===== config.mk =====
export PLATFORM = sky130hd
export DESIGN_NAME = fetch_stage_flat
export DESIGN_NICKNAME = d
export VERILOG_FILES = /design/src/rtl/core_pkg.sv /design/src/rtl/fetch_stage_if.sv /design/src/rtl/fetch_hold_buf.sv /design/src/rtl/fetch_stage.sv /design/src/flat_wrapper.sv
export SDC_FILE = /design/constraint.sdc
export NUM_CORES = 1
export LEC_CHECK = 0
export CAP_MARGIN = 10
export CORE_MARGIN = 8
export CORE_UTILIZATION = 42
export CTS_BUF_LIST = sky130_fd_sc_hd__clkbuf_8
export CTS_CLUSTER_SIZE = 24
export DETAILED_ROUTE_END_ITERATION = 12
export GPL_TIMING_DRIVEN = 0
export PLACE_DENSITY = 0.92
export SYNTH_ARGS = -nofsm -noshare
export SYNTH_HDL_FRONTEND = slang
export SYNTH_SLANG_ARGS = --single-unit

===== constraint.sdc =====
create_clock -name clk -period 1.9 [get_ports clk]
set_input_delay 0.475 -clock clk [delete_from_list [all_inputs] [get_ports clk]]
set_output_delay 0.475 -clock clk [all_outputs]
set_load 0.05 [all_outputs]

===== src/rtl/core_pkg.sv =====
// Shared core definitions: data width, bubble instruction, fetch FSM states
// and the register-field positions inside an RV32I instruction word.
package core_pkg;

    localparam int XLEN = 32;

    // addi x0,x0,0 is what decode sees whenever F/D holds no real instruction
    localparam logic [XLEN-1:0] NOP_INST = 32'h0000_0013;

    localparam int RS1_MSB = 19;
    localparam int RS1_LSB = 15;
    localparam int RS2_MSB = 24;
    localparam int RS2_LSB = 20;

    typedef enum logic {
        RUN  = 1'b0,
        HOLD = 1'b1
    } fetchStateT;

endpackage


===== src/rtl/fetch_stage_if.sv =====
// Bus between the fetch stage, the synchronous instruction memory and decode.
interface fetch_stage_if;
    import core_pkg::*;

    logic            imemEn;
    logic [XLEN-1:0] imemAddr;
    logic [XLEN-1:0] imemRdata;
    logic            fValid;
    logic [XLEN-1:0] fPc;
    logic [XLEN-1:0] fInst;
    logic [4:0]      fRs1;
    logic [4:0]      fRs2;

    modport master (
        output imemEn, imemAddr, fValid, fPc, fInst, fRs1, fRs2,
        input  imemRdata
    );

    modport slave (
        input  imemEn, imemAddr, fValid, fPc, fInst, fRs1, fRs2,
        output imemRdata
    );

endinterface


===== src/rtl/fetch_hold_buf.sv =====
// Hold buffer for the fetched word: imem is not re-read while the pipeline is
// stalled, so the word that was on imemRdata at the stall edge is captured and
// presented to decode until the stall releases.
module fetch_hold_buf
    import core_pkg::*;
#(
    parameter logic [XLEN-1:0] NOP_INST = core_pkg::NOP_INST
) (
    input  logic            clk,
    input  logic            rstn,
    input  logic            stall,
    input  logic            redirect,
    input  logic            fValid,
    input  logic [XLEN-1:0] imemRdata,
    output logic [XLEN-1:0] fInst
);

    fetchStateT      state;
    fetchStateT      stateNext;
    logic [XLEN-1:0] hold;
    logic [XLEN-1:0] holdNext;

    // State and hold registers; reset discards any captured word
    always_ff @(posedge clk or negedge rstn) begin
        if (!rstn) begin
            state <= RUN;
            hold  <= NOP_INST;
        end else begin
            state <= stateNext;
            hold  <= holdNext;
        end
    end

    // Next state (redirect beats stall) and the word presented to decode
    always_comb begin
        stateNext = state;
        holdNext  = hold;
        if (redirect) begin
            stateNext = RUN;
        end else begin
            case (state)
                RUN: begin
                    if (stall) begin
                        holdNext  = imemRdata;
                        stateNext = HOLD;
                    end
                end
                HOLD: begin
                    if (!stall) begin
                        stateNext = RUN;
                    end
                end
                default: stateNext = RUN;
            endcase
        end
        if (!fValid) begin
            fInst = NOP_INST;
        end else if (state == HOLD) begin
            fInst = hold;
        end else begin
            fInst = imemRdata;
        end
    end

endmodule


===== src/rtl/fetch_stage.sv =====
// Instruction-fetch stage and F/D pipeline register. Owns the PC, drives the
// 1-cycle-latency instruction memory and presents the fetched instruction and
// its source-register fields to decode and the load-use hazard unit.
module fetch_stage
    import core_pkg::*;
#(
    parameter logic [XLEN-1:0] PC_RESET = 32'h0000_0000,
    parameter logic [XLEN-1:0] NOP_INST = core_pkg::NOP_INST
) (
    input  logic            clk,
    input  logic            rstn,
    input  logic            pcStall,
    input  logic            fStall,
    input  logic            brTaken,
    input  logic [XLEN-1:0] brTarget,
    fetch_stage_if.master   bus
);

    logic [XLEN-1:0] pc;
    logic [XLEN-1:0] fPcQ;
    logic            fValidQ;
    logic [XLEN-1:0] instWord;

    // PC and F/D register: redirect squashes F/D, stall freezes, else advance
    always_ff @(posedge clk or negedge rstn) begin
        if (!rstn) begin
            pc      <= PC_RESET;
            fPcQ    <= '0;
            fValidQ <= 1'b0;
        end else if (brTaken) begin
            pc      <= brTarget;
            fValidQ <= 1'b0;
        end else begin
            if (!pcStall) begin
                pc <= pc + 32'd4;
            end
            if (!fStall) begin
                fPcQ    <= pc;
                fValidQ <= 1'b1;
            end
        end
    end

    fetch_hold_buf #(
        .NOP_INST (NOP_INST)
    ) holdBuf (
        .clk       (clk),
        .rstn      (rstn),
        .stall     (fStall),
        .redirect  (brTaken),
        .fValid    (fValidQ),
        .imemRdata (bus.imemRdata),
        .fInst     (instWord)
    );

    // A redirect must fetch even under a stall, because the stall belongs to
    // the instruction being squashed
    assign bus.imemEn   = ~fStall | brTaken;
    assign bus.imemAddr = pc;
    assign bus.fValid   = fValidQ;
    assign bus.fPc      = fPcQ;
    assign bus.fInst    = instWord;
    // Bubbles report x0 sources so the hazard unit never stalls on them
    assign bus.fRs1     = fValidQ ? instWord[RS1_MSB:RS1_LSB] : 5'd0;
    assign bus.fRs2     = fValidQ ? instWord[RS2_MSB:RS2_LSB] : 5'd0;

    // The hazard unit always drives both stall lines together
    stallsAgree: assert property (@(posedge clk) disable iff (!rstn) pcStall == fStall);

endmodule

===== src/flat_wrapper.sv =====
// flat-port wrapper written by rule: the top's interface ports become plain ports
module fetch_stage_flat import core_pkg::*;
#(
    parameter logic [XLEN-1:0] PC_RESET = 32'h0000_0000,
    parameter logic [XLEN-1:0] NOP_INST = core_pkg::NOP_INST
)
  (clk, rstn, pcStall, fStall, brTaken, brTarget, bus_imemEn, bus_imemAddr, bus_fValid, bus_fPc, bus_fInst, bus_fRs1, bus_fRs2, bus_imemRdata);
  fetch_stage_if bus_i ();
  input  logic clk;
  input  logic rstn;
  input  logic pcStall;
  input  logic fStall;
  input  logic brTaken;
  input  logic [XLEN-1:0] brTarget;
  output wire logic [$bits(bus_i.imemEn)-1:0] bus_imemEn;
  output wire logic [$bits(bus_i.imemAddr)-1:0] bus_imemAddr;
  output wire logic [$bits(bus_i.fValid)-1:0] bus_fValid;
  output wire logic [$bits(bus_i.fPc)-1:0] bus_fPc;
  output wire logic [$bits(bus_i.fInst)-1:0] bus_fInst;
  output wire logic [$bits(bus_i.fRs1)-1:0] bus_fRs1;
  output wire logic [$bits(bus_i.fRs2)-1:0] bus_fRs2;
  input wire logic [$bits(bus_i.imemRdata)-1:0] bus_imemRdata;
  assign bus_imemEn = bus_i.imemEn;
  assign bus_imemAddr = bus_i.imemAddr;
  assign bus_fValid = bus_i.fValid;
  assign bus_fPc = bus_i.fPc;
  assign bus_fInst = bus_i.fInst;
  assign bus_fRs1 = bus_i.fRs1;
  assign bus_fRs2 = bus_i.fRs2;
  assign bus_i.imemRdata = bus_imemRdata;
  fetch_stage #(.PC_RESET(PC_RESET), .NOP_INST(NOP_INST)) u_core (.clk(clk), .rstn(rstn), .pcStall(pcStall), .fStall(fStall), .brTaken(brTaken), .brTarget(brTarget), .bus(bus_i));
endmodule

==> results of run 1 <==
==> power by group through the flow <==
stage               logic [W]  registers [W]  clock network, W
floorplan            0.000817        0.00333                 0
global placement      0.00233        0.00266                 0
detailed placement    0.00238        0.00270                 0
CTS                   0.00226        0.00266           0.00161
global route          0.00245        0.00272           0.00171
finish                0.00235        0.00268           0.00159
==> cell type report <==
| class | count | area [um^2] |
|---|---|---|
| tap | 143 | 179 |
| buffer | 34 | 302 |
| timing repair buffer | 193 | 1790 |
| clock inverter | 7 | 109 |
| inverter | 3 | 11.3 |
| fill | 820 | 3860 |
| sequential | 98 | 2480 |
| clock buffer | 9 | 124 |
| multi-input combinational | 282 | 2370 |
==> sequential cells by signal, summed over array words and instances (netlist names) <==
register	flops
u_core.bus.imemAddr	32
u_core.holdBuf.hold	32
u_core.holdBuf.state	1
u_core.bus.fValid	1
u_core.bus.fPc	32
==> layout by cell type (no fill, tap or decap), types with 16 or more instances in the layout <==
cell type / instances
nor2_2: 21
clkdlybuf4s50_1: 65
mux2i_1: 17
nand2_1: 28
buf_6: 29
mux2_2: 66
dfrtp_1: 79
dfrtp_2: 16
o21ai_0: 20
dlygate4sd2_1: 55
buf_4: 27
==> worst min path at each step <==
stage / startpoint / endpoint / slack (ns) / cells after the start
finish: rstn / u_core.holdBuf.hold[18]$_DFFE_PN0P_ / 0.13 / 1
floorplan: rstn / u_core.bus.fPc[0]$_DFFE_PN0P_ / 0.18 / 0
global route: rstn / u_core.holdBuf.hold[18]$_DFFE_PN0P_ / 0.16 / 1
detailed placement: u_core.bus.fPc[27]$_DFFE_PN0P_ / u_core.bus.fPc[27]$_DFFE_PN0P_ / 0.49 / 1
CTS: rstn / u_core.holdBuf.hold[17]$_DFFE_PN0P_ / 0.14 / 1
global placement: u_core.holdBuf.hold[13]$_DFFE_PN0P_ / u_core.holdBuf.hold[13]$_DFFE_PN0P_ / 0.49 / 1
==> cells in the mapped netlist <==
cell and number:
buf_4 10, ha_1 1, nor2b_1 1, and3b_1 1, or4_1 8, nor3_1 1, o21a_1 1, nor2_1 45
nand4_4 1, nand3_1 8, xnor2_1 2, dfstp_2 3, mux2i_1 33, a31oi_1 14, o31ai_1 8, o21ai_0 20
a21oi_1 1, dfrtp_1 95, and4b_1 2, and4_1 3, buf_1 3, nand2b_1 2, clkbuf_1 16, o31a_1 3
xor2_1 11, and3_1 5, inv_1 3, nor4_1 1, mux2_2 66, buf_2 5, nand4_1 8, buf_6 2
or3_1 6, nand2_1 30
==> stage by stage <==
stage / setup slack [ns] / TNS (ns) / instance area [um^2] / power [W] / instances
2_1_floorplan: -0.0473 / -0.0941 / 4950 / 0.00415 / 419
3_3_place_gp: -3.63 / -373.53 / 6880 / 0.00499 / 737
3_5_place_dp: -0.697 / -55.99 / 6900 / 0.00508 / 738
4_1_cts: -0.250 / -5.41 / 7040 / 0.00653 / 756
5_1_grt: -0.315 / -9.53 / 7360 / 0.00688 / 769
6_report: -0.244 / -6.24 / 7360 / 0.00661 / 769
==> per-layer routing <==
| metal | routed length, um | part of all wire, % |
|---|---|---|
| met1 | 6270 | 40 |
| met2 | 7910 | 50 |
| met3 | 1450 | 9.1 |
| met4 | 190 | 1.2 |
| met5 | 0 | 0 |
==> worst reg2reg max path, cell delays in order (launching register included) <==
cell,delay [ns]
dfrtp_2,0.42
and3_1,0.18
buf_6,0.13
nand4_4,0.12
buf_6,0.17
clkbuf_2,0.13
or4_1,0.46
a31oi_1,0.17
==> repair_timing <==
item	CTS	global route
endpoints found under the setup margin	149	54
pin swaps	0	6
buffers inserted	4	13
resized for setup	341	83
==> cells by family after synthesis <==
group / synth area share, %
xor gates and xnor gates: 2.39
AOI/OAI and AO/OA: 6.03
and+or+nand+nor: 12.8
buffers and inverters: 4.32
adders and majority gates: 0.263
DFF: 51.7
muxes: 22.6
==> results by group, run 1 <==
Run status
  • Status: complete, but fails checks
  • Failing checks: negative setup slack

Timing
  • RSZ-0062 raised after global routing: yes
  • Final min period: 2.14 ns
  • Worst-Margin Slew: 0.681 ns
  • Final hold vios: 0
  • Final setup viols: 42
  • Setup Skew: 0.00856 ns
  • Fmax: 466 MHz
  • Slew margin rel.: 54.6%
  • Fin crit share: 113%
  • Worst hold slack: 0.129 ns
  • Slew Limit Fails: 0
  • PnR worst setup slack: -0.244 ns

Clocking
  • Post-CTS Hold Fix Bufs: 0
  • H-tree levels: 3
  • Root Driver: clkbuf_8
  • Reg clk slew, reported paths: 0.09 ns
  • Clock sinks: 98
  • Clk buf depth: 2
  • CTS tree: done
  • CTS Buf Count: 9
  • Clk_lat worst skew: 0.37 ns

Logic synthesis
  • Yosys warnings: 0
  • Synth area leaders: dfrtp_1 (50%), mux2_2 (16%), mux2i_1 (6.9%)
  • Syn Nets: 489
  • Synth Cell Area: 0.00475 mm^2
  • Register area share after synthesis: 51.7%
  • Share of the synthesized area in the top cell type: 50.0%
  • Cells after Synth: 419
  • Yosys reg bits: 98
  • Mean post-synth cell area: 11.3 um^2
  • Unique masters post-synth: 34
  • Yosys top cell by area: dfrtp_1

Global routing
  • Largest net degree at the start of global routing: 51
  • Global-route met2 utilization: 35.5%
  • Total gr overflow: 0
  • Vias in the first global route: 4379
  • Initial antenna violation count: 0
  • M1 GR Usage: 22.8%
  • First-pass GRT wire length: 23700 um
  • All-Layer GR Usage: 20.1%
  • Grt met3 use: 7.77%
  • Gr busiest metal: met2

Power and ir drop
  • Part of the power in registers: 40.5%
  • Peak VDD IR: 0.000543 V
  • Switch share: 37.5%
  • Clock power share: 24.0%
  • Net Sw Power: 0.00248 W
  • Logic pwr share: 35.5%
  • Int Power: 0.00413 W
  • Power per standard cell area: 898 mW/mm^2
  • Pleak: 3.10 nW

Critical path
  • FF-to-FF setup slack: 0.05 ns
  • Cell mode on critical path: buf_4
  • Worst Reg-to-Reg Cells: 7
  • Cell family with most CP delay: buffers and inverters
  • Buf/Inv on CP: 3
  • Crit path to: bus_fRs1[0]
  • R2R Path Start: u_core.bus.imemAddr[13]$_DFFE_PN0N_
  • Crit-path max FO: 10
  • Crit path cell chain: buf_12 -> mux2i_4 -> nor2_4 -> buf_4 -> buf_4
  • Critical Path AT: 1.67 ns
  • Levels on crit path: 5
  • Slowest stage cell, crit path: dfrtp_2
  • CP startpoint kind: flip-flop
  • Crit path largest cell delay: 0.48 ns
  • CP Capture Type: primary output
  • Critical path type: flip-flop to primary output
  • CP required: 1.42 ns
  • Setup crit start: u_core.holdBuf.state$_DFF_PN0_
  • Crit Reg-Reg Endpoint: u_core.bus.imemAddr[25]$_DFFE_PN0N_

Floorplan
  • Die area: 0.0150 mm^2
  • DIE HEIGHT: 122 um
  • Initial core utilization: 42.4%
  • Horiz. Die Dim: 122 um
  • IO Pins: 177
  • Core area: 0.0112 mm^2
  • Rows: 39

Detailed routing
  • Post-route ant nets: 0
  • DRC viols: 0
  • Via count: 4149
  • Drt via density: 5.40
  • Wirelength per Cell: 20.6 um
  • Final WL: 15800 um
  • TritonRoute pass-1 iters: 4
  • 1st-iter DRT viols: 285

Finish
  • Fin nets: 691
  • Antenna diodes: 0
  • Area Growth Syn to Fin: 54.8%
  • Final Util: 65.6%
  • Share of cells above drive strength 1: 40.4%

Placement
  • Final GP Congestion: 0.843
  • Hpwl dp: 11400 um
  • Buffers added on ports: 175

Job
  • Maximum Capacitance Violations: 0

Worst hold path
  • Worst hold path class: input pin to asynchronous set/reset pin
Note: power is estimated with default switching activity, not from simulation.
==> inputs of run 2 (changes only) <==
--- a/config.mk
+++ b/config.mk
@@ -11,6 +11,7 @@
 export CTS_BUF_LIST = sky130_fd_sc_hd__clkbuf_8
 export CTS_CLUSTER_SIZE = 24
 export DETAILED_ROUTE_END_ITERATION = 12
+export GPL_ROUTABILITY_DRIVEN = 0
 export GPL_TIMING_DRIVEN = 0
 export PLACE_DENSITY = 0.92
 export SYNTH_ARGS = -nofsm -noshare
==> results of run 2 <==
No change in the layout: final DEF, timing and power equal those of run 1.
==> inputs of run 3 (changes only) <==
--- a/config.mk
+++ b/config.mk
@@ -9,7 +9,7 @@
 export CORE_MARGIN = 8
 export CORE_UTILIZATION = 42
 export CTS_BUF_LIST = sky130_fd_sc_hd__clkbuf_8
-export CTS_CLUSTER_SIZE = 24
+export CTS_CLUSTER_SIZE = 30
 export DETAILED_ROUTE_END_ITERATION = 12
 export GPL_ROUTABILITY_DRIVEN = 0
 export GPL_TIMING_DRIVEN = 0
==> constraint.sdc (replaced) <==
create_clock -name clk -period 1.7 [get_ports clk]
set_input_delay 0.425 -clock clk [delete_from_list [all_inputs] [get_ports clk]]
set_output_delay 0.425 -clock clk [all_outputs]
set_load 0.05 [all_outputs]
==> run 3 against run 2 <==
Effect of this change: the flow still finishes with violations (negative setup slack); sequential power grew 13%; final area grew 8.8%; critical path depth grew 1; highest routed layer unchanged; critical endpoint is now bus_fRs2[0]; sequential cell count is the same.
==> results by group, run 3 (synthesis gave the netlist of run 1 again) <==
Run status
  • Status: complete, but fails checks
  • Failing checks: negative setup slack

Placement
  • Hpwl dp: 11700 um
  • Placed inst area: 0.00706 mm^2
  • Buffers added on ports: 175
  • Cells after DPL: 738

Global routing
  • First-pass GRT wire length: 26600 um
  • Initial antenna violation count: 0
  • Vias in the first global route: 4667
  • Total gr overflow: 0
  • Largest net degree at the start of global routing: 58
  • All-Layer GR Usage: 22.8%

Detailed routing
  • TritonRoute pass-1 iters: 4
  • Drt via density: 5.56
  • DRC viols: 0
  • Wirelength per Cell: 22.2 um
  • Final WL: 17500 um
  • 1st-iter DRT viols: 278
  • Via count: 4376
  • Post-route ant nets: 0

Critical path
  • CP Capture Type: primary output
  • Crit path cell chain: clkbuf_16 -> buf_12 -> mux2i_4 -> nor2_4 -> buf_6 -> buf_8
  • Slowest stage cell, crit path: dfrtp_1
  • Setup crit start: u_core.holdBuf.state$_DFF_PN0_
  • Critical Path AT: 1.65 ns
  • Crit path largest cell delay: 0.39 ns
  • Critical path type: flip-flop to primary output
  • Crit Reg-Reg Endpoint: u_core.bus.imemAddr[28]$_DFFE_PN0N_
  • FF-to-FF setup slack: -0.02 ns
  • CP required: 1.27 ns
  • Crit-path max FO: 8
  • CP startpoint kind: flip-flop
  • Crit path to: bus_fRs2[0]
  • R2R Path Start: u_core.bus.imemAddr[8]$_DFFE_PN0N_
  • Worst Reg-to-Reg Cells: 6

Finish
  • Antenna diodes: 0
  • Final Util: 71.3%
  • Most frequent cells in the layout: dfrtp_1 (69), mux2_2 (66), clkdlybuf4s50_1 (64)
  • Commonest non-fill, non-tap cell in the layout: dfrtp_1
  • Share of cells above drive strength 1: 54.8%
  • Final instance area: 0.00801 mm^2
  • Area Growth Syn to Fin: 68.4%
  • Fin nets: 709
  • Post-Layout Cell Count: 787

Clocking
  • CTS Buf Count: 9
  • Clk_lat worst skew: 0.36 ns
  • Clk buf depth: 2
  • CTS tree: done
  • Root Driver: clkbuf_8
  • H-tree levels: 3
  • Reg clk slew, reported paths: 0.09 ns
  • Clock sinks: 98

Power and ir drop
  • Peak VDD IR: 0.000666 V
  • Pleak: 3.23 nW
  • Power per standard cell area: 936 mW/mm^2

Floorplan
  • Core area: 0.0112 mm^2
  • IO Pins: 177
  • Die area: 0.0150 mm^2
  • Initial core utilization: 42.4%
  • Rows: 39
  • Horiz. Die Dim: 122 um
  • DIE HEIGHT: 122 um

Timing
  • Fin crit share: 122%
  • RSZ-0062 raised after global routing: yes
  • Slew Limit Fails: 0
  • Final min period: 2.08 ns
  • Setup Skew: 0.0112 ns
  • PnR worst setup slack: -0.377 ns
  • Worst-Margin Slew: 0.575 ns
  • Final hold vios: 0
  • Slew margin rel.: 61.7%
  • Setup tns final: -13.20 ns
  • Fmax: 481 MHz
  • Final setup viols: 43

Worst hold path
  • Worst hold path class: input pin to asynchronous set/reset pin

Job
  • Maximum Capacitance Violations: 0
[run 3: changes by cell type in the layout (fill, tap and decap cells not counted), moves of 9 or more]
cell             delta
dfrtp_2            +10
dfrtp_1            -10
buf_4              +15
mux2i_1            -13
clkdlybuf4s15_2    +25
nor2_4             +10
dlygate4sd2_1      -55
nor2_2             -10
clkdlybuf4s15_1     +9
mux2i_4            +15
[run 3: critical path, delay by kind of cell, from the launching register on]
kind                   cells  cell delay [ns]
buffers and inverters      4             0.58
flip-flops                 1             0.39
multiplexers               1             0.19
AND/OR/NAND/NOR            1             0.14
[run 3: how the worst min path moves through the flow]
stage                                           to  slack, ns                          startpoint  depth (start not counted)
4_1_cts        u_core.bus.imemAddr[31]$_DFFE_PN0N_       0.06                                rstn                          1
5_1_grt         u_core.holdBuf.hold[7]$_DFFE_PN0P_       0.09                                rstn                          1
6_report        u_core.holdBuf.hold[7]$_DFFE_PN0P_       0.05                                rstn                          1
3_5_place_dp    u_core.holdBuf.hold[7]$_DFFE_PN0P_       0.45                                rstn                          1
2_1_floorplan        u_core.bus.fPc[0]$_DFFE_PN0P_       0.13                                rstn                          0
3_3_place_gp    u_core.holdBuf.hold[2]$_DFFE_PN0P_       0.49  u_core.holdBuf.hold[2]$_DFFE_PN0P_                          1
[run 3: metrics by stage]
stage | power [W] | hold slack [ns] | setup slack (ns)
5_1_grt | 0.00778 | 0.0874 | -0.452
2_1_floorplan | 0.00469 | 0.129 | -0.151
4_1_cts | 0.00749 | 0.0566 | -0.388
3_5_place_dp | 0.00574 | 0.454 | -0.848
6_report | 0.00750 | 0.0488 | -0.377
3_3_place_gp | 0.00564 | 0.488 | -3.75
[run 3: power by group]
| part | internal [W] | total [W] | leakage, nW | switching (W) |
|---|---|---|---|---|
| Clock | 0.000720 | 0.00154 | 0.0945 | 0.000818 |
| Combinational | 0.00114 | 0.00293 | 2.02 | 0.00179 |
| Sequential | 0.00270 | 0.00303 | 1.12 | 0.000323 |
| Total | 0.00457 | 0.00750 | 3.23 | 0.00293 |
[run 3: cell type report]
type / count / area (um^2)
buffer: 36 / 400
tap: 143 / 179
clock inverter: 6 / 66.3
multi-input combinational: 282 / 2670
inverter: 3 / 11.3
clock buffer: 10 / 138
sequential: 98 / 2490
fill: 721 / 3220
timing repair buffer: 209 / 2050
[run 3: per-layer routing]
layer / vias to the layer above / share of wire, % / track usage (%)
met3: 25 / 9.0 / 6.16
met5: - / 0 / 0
met1: 2196 / 39 / 27.1
met2: 220 / 49 / 39.5
li1: 1935 / - / -
met4: 0 / 2.0 / 7.24
[run 3: repair_timing]
item                       4_1_cts  5_1_grt
setup buffers                   22        9
pin swaps                       17       18
hold endpoints to repair         0        0
hold buffers                     0        0
resized for setup              539       80
setup endpoints to repair      154      140
gates cloned                     2        0
